`config.mk`:
```
export PLATFORM = sky130hd
export DESIGN_NAME = mdu_hilo_writer_flat
export DESIGN_NICKNAME = d
export VERILOG_FILES = /design/src/rtl/mdu_hilo_writer_if.sv /design/src/rtl/mdu_hilo_writer.sv /design/src/flat_wrapper.sv
export SDC_FILE = /design/constraint.sdc
export NUM_CORES = 2
export LEC_CHECK = 0
export CELL_PAD_IN_SITES_DETAIL_PLACEMENT = 1
export CELL_PAD_IN_SITES_GLOBAL_PLACEMENT = 2
export CORE_MARGIN = 5
export CORE_UTILIZATION = 45
export DETAILED_ROUTE_END_ITERATION = 10
export PLACE_DENSITY_LB_ADDON = 0.1
export SLEW_MARGIN = 25
export SYNTH_ARGS = -nofsm -noshare
export SYNTH_HDL_FRONTEND = slang
export SYNTH_SLANG_ARGS = --single-unit
```
`constraint.sdc`:
```
create_clock -name clk -period 20.4 [get_ports clk]
set_clock_uncertainty 0.15 [all_clocks]
set_input_delay 4.08 -clock clk [delete_from_list [all_inputs] [get_ports clk]]
set_output_delay 4.08 -clock clk [all_outputs]
set_load 0.02 [all_outputs]
```
`src/rtl/mdu_hilo_writer_if.sv`:
```
// mdu_hilo_writer_if
// ------------------
// Bundles the operand request and the HI/LO write signals of the iterative
// multiply/divide unit.
//
// Signals:
//   start        request from the execute stage, honoured only while busy=0
//   op           00 MULT, 01 MULTU, 10 DIV, 11 DIVU
//   src_a        multiplicand / dividend (rs)
//   src_b        multiplier / divisor (rt)
//   flush        abort whatever is in flight, suppressing any write
//   busy         unit is occupied (includes the write cycle)
//   write_hi_en  HI write strobe
//   write_lo_en  LO write strobe
//   hi_data      product[63:32] or remainder
//   lo_data      product[31:0] or quotient
//
// Modports:
//   master  the issuing side (execute stage / testbench)
//   slave   the multiply/divide unit itself
interface mdu_hilo_writer_if;
    logic        start;
    logic [1:0]  op;
    logic [31:0] src_a;
    logic [31:0] src_b;
    logic        flush;
    logic        busy;
    logic        write_hi_en;
    logic        write_lo_en;
    logic [31:0] hi_data;
    logic [31:0] lo_data;

    modport master (
        output start, op, src_a, src_b, flush,
        input  busy, write_hi_en, write_lo_en, hi_data, lo_data
    );

    modport slave (
        input  start, op, src_a, src_b, flush,
        output busy, write_hi_en, write_lo_en, hi_data, lo_data
    );
endinterface

```
`src/rtl/mdu_hilo_writer.sv`:
```
// mdu_hilo_writer
// ---------------
// Iterative multiply/divide unit that produces the HI/LO register write.
// A request is accepted in IDLE when start=1 and flush=0; the operands are
// latched and the unit stays busy until it emits a one-cycle write pulse on
// write_hi_en/write_lo_en together with hi_data/lo_data.
//
//   Multiply : pulse MUL_LATENCY cycles after accept (signed or unsigned
//              32x32->64, HI = upper word, LO = lower word).
//   Divide   : 32 restoring iterations on operand magnitudes, one sign-fix
//              cycle, then the write cycle (pulse 34 cycles after accept).
//              LO = quotient (truncating), HI = remainder (dividend's sign).
//              Divide by zero yields LO=0xFFFF_FFFF, HI=raw dividend.
//
// Ports:
//   clk     clock, all state on posedge
//   resetn  asynchronous active-low reset
//   bus     mdu_hilo_writer_if.slave (request in, busy/write out)
//
// Parameters:
//   MUL_LATENCY  accept-to-write latency for multiplies, 1..8
//   DIV_ITERS    number of restoring division iterations (word width, 32)
module mdu_hilo_writer #(
    parameter int MUL_LATENCY = 2,
    parameter int DIV_ITERS   = 32
) (
    input  logic                clk,
    input  logic                resetn,
    mdu_hilo_writer_if.slave    bus
);

    typedef enum logic [2:0] {
        IDLE,
        MUL,
        DIV,
        FIX,
        WRITE
    } state_t;

    // Final values of the shared counter for the two iterative paths.
    // MUL_LAST is meaningless when MUL_LATENCY=1 since MUL is skipped then.
    localparam logic [4:0] MUL_LAST = 5'(MUL_LATENCY - 2);
    localparam logic [4:0] DIV_LAST = 5'(DIV_ITERS - 1);

    state_t      state;
    logic [4:0]  cnt;

    // Operands as presented at accept; later bus changes cannot disturb them.
    logic [31:0] a_q;
    logic [31:0] b_q;
    logic        signed_q;

    // Division datapath: partial remainder, quotient/dividend shift register
    // and the divisor magnitude.
    logic [31:0] rem_q;
    logic [31:0] quo_q;
    logic [31:0] divisor_q;
    logic        neg_quo_q;
    logic        neg_rem_q;

    // Result registers that drive hi_data/lo_data.
    logic [31:0] hi_q;
    logic [31:0] lo_q;

    logic        accept;
    logic        in_signed;
    logic [63:0] mul_product;
    logic [32:0] trial;
    logic [32:0] diff;

    // Sign-extends (or zero-extends) both operands to 64 bits so that a
    // single 64-bit multiply yields the correct low 64 product bits for both
    // the signed and the unsigned flavour.
    function automatic logic [63:0] mul64(input logic [31:0] a,
                                          input logic [31:0] b,
                                          input logic        sgn);
        logic [63:0] ea;
        logic [63:0] eb;
        ea = {{32{sgn & a[31]}}, a};
        eb = {{32{sgn & b[31]}}, b};
        return ea * eb;
    endfunction

    // Absolute value for signed ops; unsigned ops pass through untouched.
    // 0x8000_0000 maps to itself, which is the correct unsigned magnitude.
    function automatic logic [31:0] mag(input logic [31:0] v, input logic sgn);
        return (sgn && v[31]) ? (~v + 32'd1) : v;
    endfunction

    function automatic logic [31:0] negate_if(input logic [31:0] v, input logic neg);
        return neg ? (~v + 32'd1) : v;
    endfunction

    assign accept    = (state == IDLE) && bus.start && !bus.flush;
    assign in_signed = ~bus.op[0];

    assign mul_product = mul64(a_q, b_q, signed_q);

    // One restoring step: shift the next dividend bit into the remainder and
    // try to subtract the divisor. The trial value needs 33 bits because the
    // shifted remainder can exceed 32 bits when the divisor is large; a
    // borrow (diff[32]) means the subtraction must be discarded.
    assign trial = {rem_q, quo_q[31]};
    assign diff  = trial - {1'b0, divisor_q};

    // Control FSM and datapath. flush takes priority over everything once an
    // operation is in flight; in IDLE it simply blocks acceptance.
    always_ff @(posedge clk or negedge resetn) begin
        if (!resetn) begin
            state     <= IDLE;
            cnt       <= 5'd0;
            a_q       <= 32'd0;
            b_q       <= 32'd0;
            signed_q  <= 1'b0;
            rem_q     <= 32'd0;
            quo_q     <= 32'd0;
            divisor_q <= 32'd0;
            neg_quo_q <= 1'b0;
            neg_rem_q <= 1'b0;
            hi_q      <= 32'd0;
            lo_q      <= 32'd0;
        end else if (bus.flush && (state != IDLE)) begin
            state <= IDLE;
            cnt   <= 5'd0;
        end else begin
            case (state)
                IDLE: begin
                    if (accept) begin
                        a_q      <= bus.src_a;
                        b_q      <= bus.src_b;
                        signed_q <= in_signed;
                        cnt      <= 5'd0;
                        if (!bus.op[1]) begin
                            // With single-cycle latency the product is taken
                            // straight from the bus and MUL is skipped.
                            if (MUL_LATENCY == 1) begin
                                {hi_q, lo_q} <= mul64(bus.src_a, bus.src_b, in_signed);
                                state        <= WRITE;
                            end else begin
                                state <= MUL;
                            end
                        end else begin
                            rem_q     <= 32'd0;
                            quo_q     <= mag(bus.src_a, in_signed);
                            divisor_q <= mag(bus.src_b, in_signed);
                            neg_quo_q <= in_signed & (bus.src_a[31] ^ bus.src_b[31]);
                            neg_rem_q <= in_signed & bus.src_a[31];
                            state     <= DIV;
                        end
                    end
                end

                MUL: begin
                    if (cnt == MUL_LAST) begin
                        {hi_q, lo_q} <= mul_product;
                        cnt          <= 5'd0;
                        state        <= WRITE;
                    end else begin
                        cnt <= cnt + 5'd1;
                    end
                end

                DIV: begin
                    if (!diff[32]) begin
                        rem_q <= diff[31:0];
                        quo_q <= {quo_q[30:0], 1'b1};
                    end else begin
                        rem_q <= trial[31:0];
                        quo_q <= {quo_q[30:0], 1'b0};
                    end
                    if (cnt == DIV_LAST) begin
                        cnt   <= 5'd0;
                        state <= FIX;
                    end else begin
                        cnt <= cnt + 5'd1;
                    end
                end

                FIX: begin
                    // A zero divisor still runs all iterations so latency is
                    // data independent; its architectural result is forced
                    // here from the raw dividend.
                    if (b_q == 32'd0) begin
                        hi_q <= a_q;
                        lo_q <= 32'hFFFF_FFFF;
                    end else begin
                        hi_q <= negate_if(rem_q, neg_rem_q);
                        lo_q <= negate_if(quo_q, neg_quo_q);
                    end
                    state <= WRITE;
                end

                WRITE: begin
                    state <= IDLE;
                end

                default: begin
                    state <= IDLE;
                end
            endcase
        end
    end

    // Strobes are gated by flush combinationally so that a flush arriving in
    // the write cycle itself still suppresses the write.
    assign bus.busy        = (state != IDLE);
    assign bus.write_hi_en = (state == WRITE) && !bus.flush;
    assign bus.write_lo_en = (state == WRITE) && !bus.flush;
    assign bus.hi_data     = hi_q;
    assign bus.lo_data     = lo_q;

endmodule

```
`src/flat_wrapper.sv`:
```
// flat-port wrapper written by rule: the top's interface ports become plain ports
module mdu_hilo_writer_flat 
#(
    parameter int MUL_LATENCY = 2,
    parameter int DIV_ITERS   = 32
)
  (clk, resetn, bus_start, bus_op, bus_src_a, bus_src_b, bus_flush, bus_busy, bus_write_hi_en, bus_write_lo_en, bus_hi_data, bus_lo_data);
  mdu_hilo_writer_if bus_i ();
  input  logic clk;
  input  logic resetn;
  input wire logic [$bits(bus_i.start)-1:0] bus_start;
  input wire logic [$bits(bus_i.op)-1:0] bus_op;
  input wire logic [$bits(bus_i.src_a)-1:0] bus_src_a;
  input wire logic [$bits(bus_i.src_b)-1:0] bus_src_b;
  input wire logic [$bits(bus_i.flush)-1:0] bus_flush;
  output wire logic [$bits(bus_i.busy)-1:0] bus_busy;
  output wire logic [$bits(bus_i.write_hi_en)-1:0] bus_write_hi_en;
  output wire logic [$bits(bus_i.write_lo_en)-1:0] bus_write_lo_en;
  output wire logic [$bits(bus_i.hi_data)-1:0] bus_hi_data;
  output wire logic [$bits(bus_i.lo_data)-1:0] bus_lo_data;
  assign bus_i.start = bus_start;
  assign bus_i.op = bus_op;
  assign bus_i.src_a = bus_src_a;
  assign bus_i.src_b = bus_src_b;
  assign bus_i.flush = bus_flush;
  assign bus_busy = bus_i.busy;
  assign bus_write_hi_en = bus_i.write_hi_en;
  assign bus_write_lo_en = bus_i.write_lo_en;
  assign bus_hi_data = bus_i.hi_data;
  assign bus_lo_data = bus_i.lo_data;
  mdu_hilo_writer #(.MUL_LATENCY(MUL_LATENCY), .DIV_ITERS(DIV_ITERS)) u_core (.clk(clk), .resetn(resetn), .bus(bus_i));
endmodule
```
==> flow_summary.yaml <==
run_status:
  outcome: "completed"
final_layout:
  areaGrowthSynthToFinish_pct: 6.976
  final_nets: 7196
  drive_gt1_frac: 0.04141
  fin_util: 0.4838
critical_path:
  path_class: "in2out"
  r2r_end: "u_core.bus.hi_data[29]"
  cp.required_ns: 16.17
  critPathMaxFanout: 9
  r2r_slack_ns: 10.64
  cp.arrival_ns: 5.69
  cp-start-kind: "input pin"
  slowest_delay_ns: 0.68
  worstRegToRegCells: 27
  cp.buffers_inverters: 2
  crit_top_cell: "clkdlybuf4s50_1"
  cp_slowest_cell: "clkdlybuf4s50_1"
  crit_family: "buffers and inverters"
  timing.rr.start: "u_core.signed_q"
  crit_path_cell_trace: "clkdlybuf4s50_1, nor4b_1, clkdlybuf4s50_1"
  endpoint_kind: "primary output"
synthesis:
  synth_top_area_share: 0.4301
  synth_compound_area_frac: 0.08145
  synth_ff_type: "dfrtp_1"
  synth_warnings: 0
  ys_types: 82
  synth_top_family_by_area: "adder cells"
  ys_seq_area_frac: 0.1122
  synthTopCellsByArea: "fa_1 43%, dfrtp_1 11%, inv_1 8.4%, nand2_1 6.7%, ha_1 6.0%"
  yosysTopAreaCell: "fa_1"
  avgSynthCellArea_um2: 8.947
  synth_fa_ha_area_frac: 0.4900
  synthesis.area_mm2: 0.05241
  syn_inst: 5858
  synth-edff-count: 0
  yosys.area_share.simple: 0.1505
  synth_fp_nets: 7305
  synth-seq-cells: 235
  synth_xor_area_frac: 0.03579
  async_flop_share: 1.000
  muxShareOfSynthArea: 0.01888
die:
  die_h_um: 351.3
  die_area_mm2: 0.1234
  die_w_um: 351.3
  fp.coreArea_mm2: 0.1159
  io-pin-count: 137
  num_rows: 125
  start_util: 0.4522
clocking:
  clkLatencyLatePin_ns: 0.59
  cts_tree: "yes"
  post-cts-setup-buffers: 0
  htree_levels: 1
  path_clk_slew_ns: 0.06
  root_buffer: "clkbuf_16"
  cts_hold_buffers: 0
  cts.repair.resized: 0
  cts_made_buffers: 31
  clock_sinks: 235
  cts_buffer_depth: 3
route:
  first_pass_iters: 5
  met1_length_um: 73850
  remaining_drc_errors: 0
  drtIter0Drc: 2215
  vias: 39600
  vias_per_cell: 5.426
  wl_um: 170000
  antenna_left: 0
  wire_per_inst_um: 23.29
  route.met2.wl_um: 85430
  dr_wl_met3_um: 7314
  top_layer: "met4"
timing:
  period_minus_slack_ns: 9.917
  relSlewSlack: 0.3014
  drv_slew: 0
  fin_setup_tns_ns: 0
  rsz0062_at_grt: "false"
  tightest_slew_ns: 1.048
  max_freq_mhz: 100.8
  hold_viol_final: 0
  layout_worst_path_cycle_share: 0.4861
  setup_viol: 0
placed_design:
  dp_hpwl_um: 133400
  globalplace.congestion: 0.8604
  port_buffers: 136
global_route:
  antenna_found_initial: 9
  grt_overflow_total: 0
  grt_pass1_wl_um: 268400
  grt_max_degree: 102
  grt_pass1_vias: 44230
  grt.total_usage: 0.2843
min_path:
  worstHoldEndpoint: "u_core.bus.hi_data[3]"
  hp-class: "reg2reg"
  hold_path_startpoint: "u_core.bus.hi_data[3]"
  worstHoldPathCells: 2
job:
  drv_cap: 0
==> tightest hold or removal path, stage by stage, from the launching register on <==
cell and delay (ns):
dfrtp_1 0.34, nand2_1 0.04, o21ai_0 0.06
==> worst max-delay path by stage <==
stage | from | to | slack [ns] | depth (start not counted)
5_1_grt | u_core.signed_q | u_core.bus.hi_data[29] | 10.21 | 27
2_1_floorplan | bus_flush | bus_write_lo_en | 10.82 | 3
3_3_place_gp | bus_flush | bus_write_hi_en | 10.50 | 3
3_5_place_dp | bus_flush | bus_write_lo_en | 10.46 | 3
4_1_cts | bus_flush | bus_write_lo_en | 10.44 | 3
6_report | bus_flush | bus_write_lo_en | 10.48 | 3
==> logic make-up after synthesis <==
group,Yosys count
AOI/OAI and AO/OA,697
buffers and inverters,1539
xor gates and xnor gates,212
DFF,235
muxes,92
adders and majority gates,1377
and+or+nand+nor,1706
==> stage by stage <==
step / hold slack, ns / cells / setup slack (ns) / cell area [µm²]
4_1_cts: 0.3354 / 7295 / 10.44 / 56030
3_3_place_gp: 0.3120 / 7239 / 10.50 / 54950
5_1_grt: 0.3588 / 7296 / 10.21 / 56060
3_5_place_dp: 0.3223 / 7239 / 10.46 / 54960
2_1_floorplan: 0.2985 / 5858 / 10.82 / 52410
6_report: 0.3334 / 7298 / 10.48 / 56070
==> flip-flops by register name (all words and copies together) (netlist names) <==
| name | cells |
|---|---|
| u_core.b_q | 32 |
| u_core.neg_rem_q | 1 |
| u_core.divisor_q | 32 |
| u_core.neg_quo_q | 1 |
| u_core.quo_q | 32 |
| u_core.signed_q | 1 |
| u_core.rem_q | 32 |
| u_core.a_q | 32 |
| u_core.bus.lo_data | 32 |
| u_core.bus.hi_data | 32 |
| u_core.cnt | 5 |
| u_core.state | 3 |
==> metal layers <==
layer	global-route usage	vias up
li1	-	17480
met1	0.3869	21200
met2	0.5043	767
met3	0.02600	149
met4	0.05017	0
met5	0	-
==> cells in the final DEF, fill, tap and decap left out, drive strengths merged, types with 15 or more instances in the layout <==
| cell | count |
|---|---|
| inv | 1174 |
| dfrtp | 235 |
| and3 | 31 |
| clkdlybuf4s50 | 135 |
| a21oi | 169 |
| and2 | 368 |
| nand2 | 938 |
| mux2 | 55 |
| buf | 88 |
| ha | 251 |
| a211oi | 27 |
| mux2i | 37 |
| a21o | 44 |
| xor2 | 87 |
| nor4 | 21 |
| or2 | 18 |
| o21ai | 264 |
| nand3 | 49 |
| o31ai | 30 |
| nor3 | 40 |
| nand4 | 17 |
| o21bai | 15 |
| xnor2 | 125 |
| fa | 1126 |
| o22ai | 29 |
| nor2 | 155 |
| or3 | 21 |
| a31oi | 27 |
| clkbuf | 44 |
==> layout make-up <==
class	count	area (µm²)
Fill cell	13310	59820
Tap cell	1524	1907
Clock buffer	44	904.6
Sequential cell	235	5886
Clock inverter	12	166.4
Timing Repair Buffer	223	2039
Antenna cell	2	5.005
Multi-Input combinational cell	4084	40750
Inverter	1174	4407
==> synth_stat cells (8+ instances only) <==
| library cell | number |
|---|---|
| a211oi_1 | 27 |
| a21boi_0 | 8 |
| a21o_1 | 44 |
| a21oi_1 | 168 |
| a31oi_1 | 26 |
| and2_1 | 368 |
| and3_1 | 31 |
| buf_1 | 8 |
| clkbuf_1 | 351 |
| dfrtp_1 | 235 |
| fa_1 | 1126 |
| ha_1 | 251 |
| inv_1 | 1173 |
| mux2_2 | 55 |
| mux2i_1 | 37 |
| nand2_1 | 938 |
| nand2b_1 | 8 |
| nand3_1 | 49 |
| nand4_1 | 17 |
| nor2_1 | 155 |
| nor2b_1 | 12 |
| nor3_1 | 40 |
| nor4_1 | 20 |
| o211ai_1 | 9 |
| o21a_1 | 8 |
| o21ai_0 | 235 |
| o21ai_1 | 29 |
| o21bai_1 | 15 |
| o22ai_1 | 29 |
| o31ai_1 | 29 |
| o41ai_1 | 12 |
| or2_2 | 17 |
| or3_1 | 21 |
| or4_1 | 10 |
| xnor2_1 | 125 |
| xor2_1 | 86 |
Power is left out: the tool's default activity adds up to more than one toggle a clock period on the data nets, which glitch-free logic cannot reach.
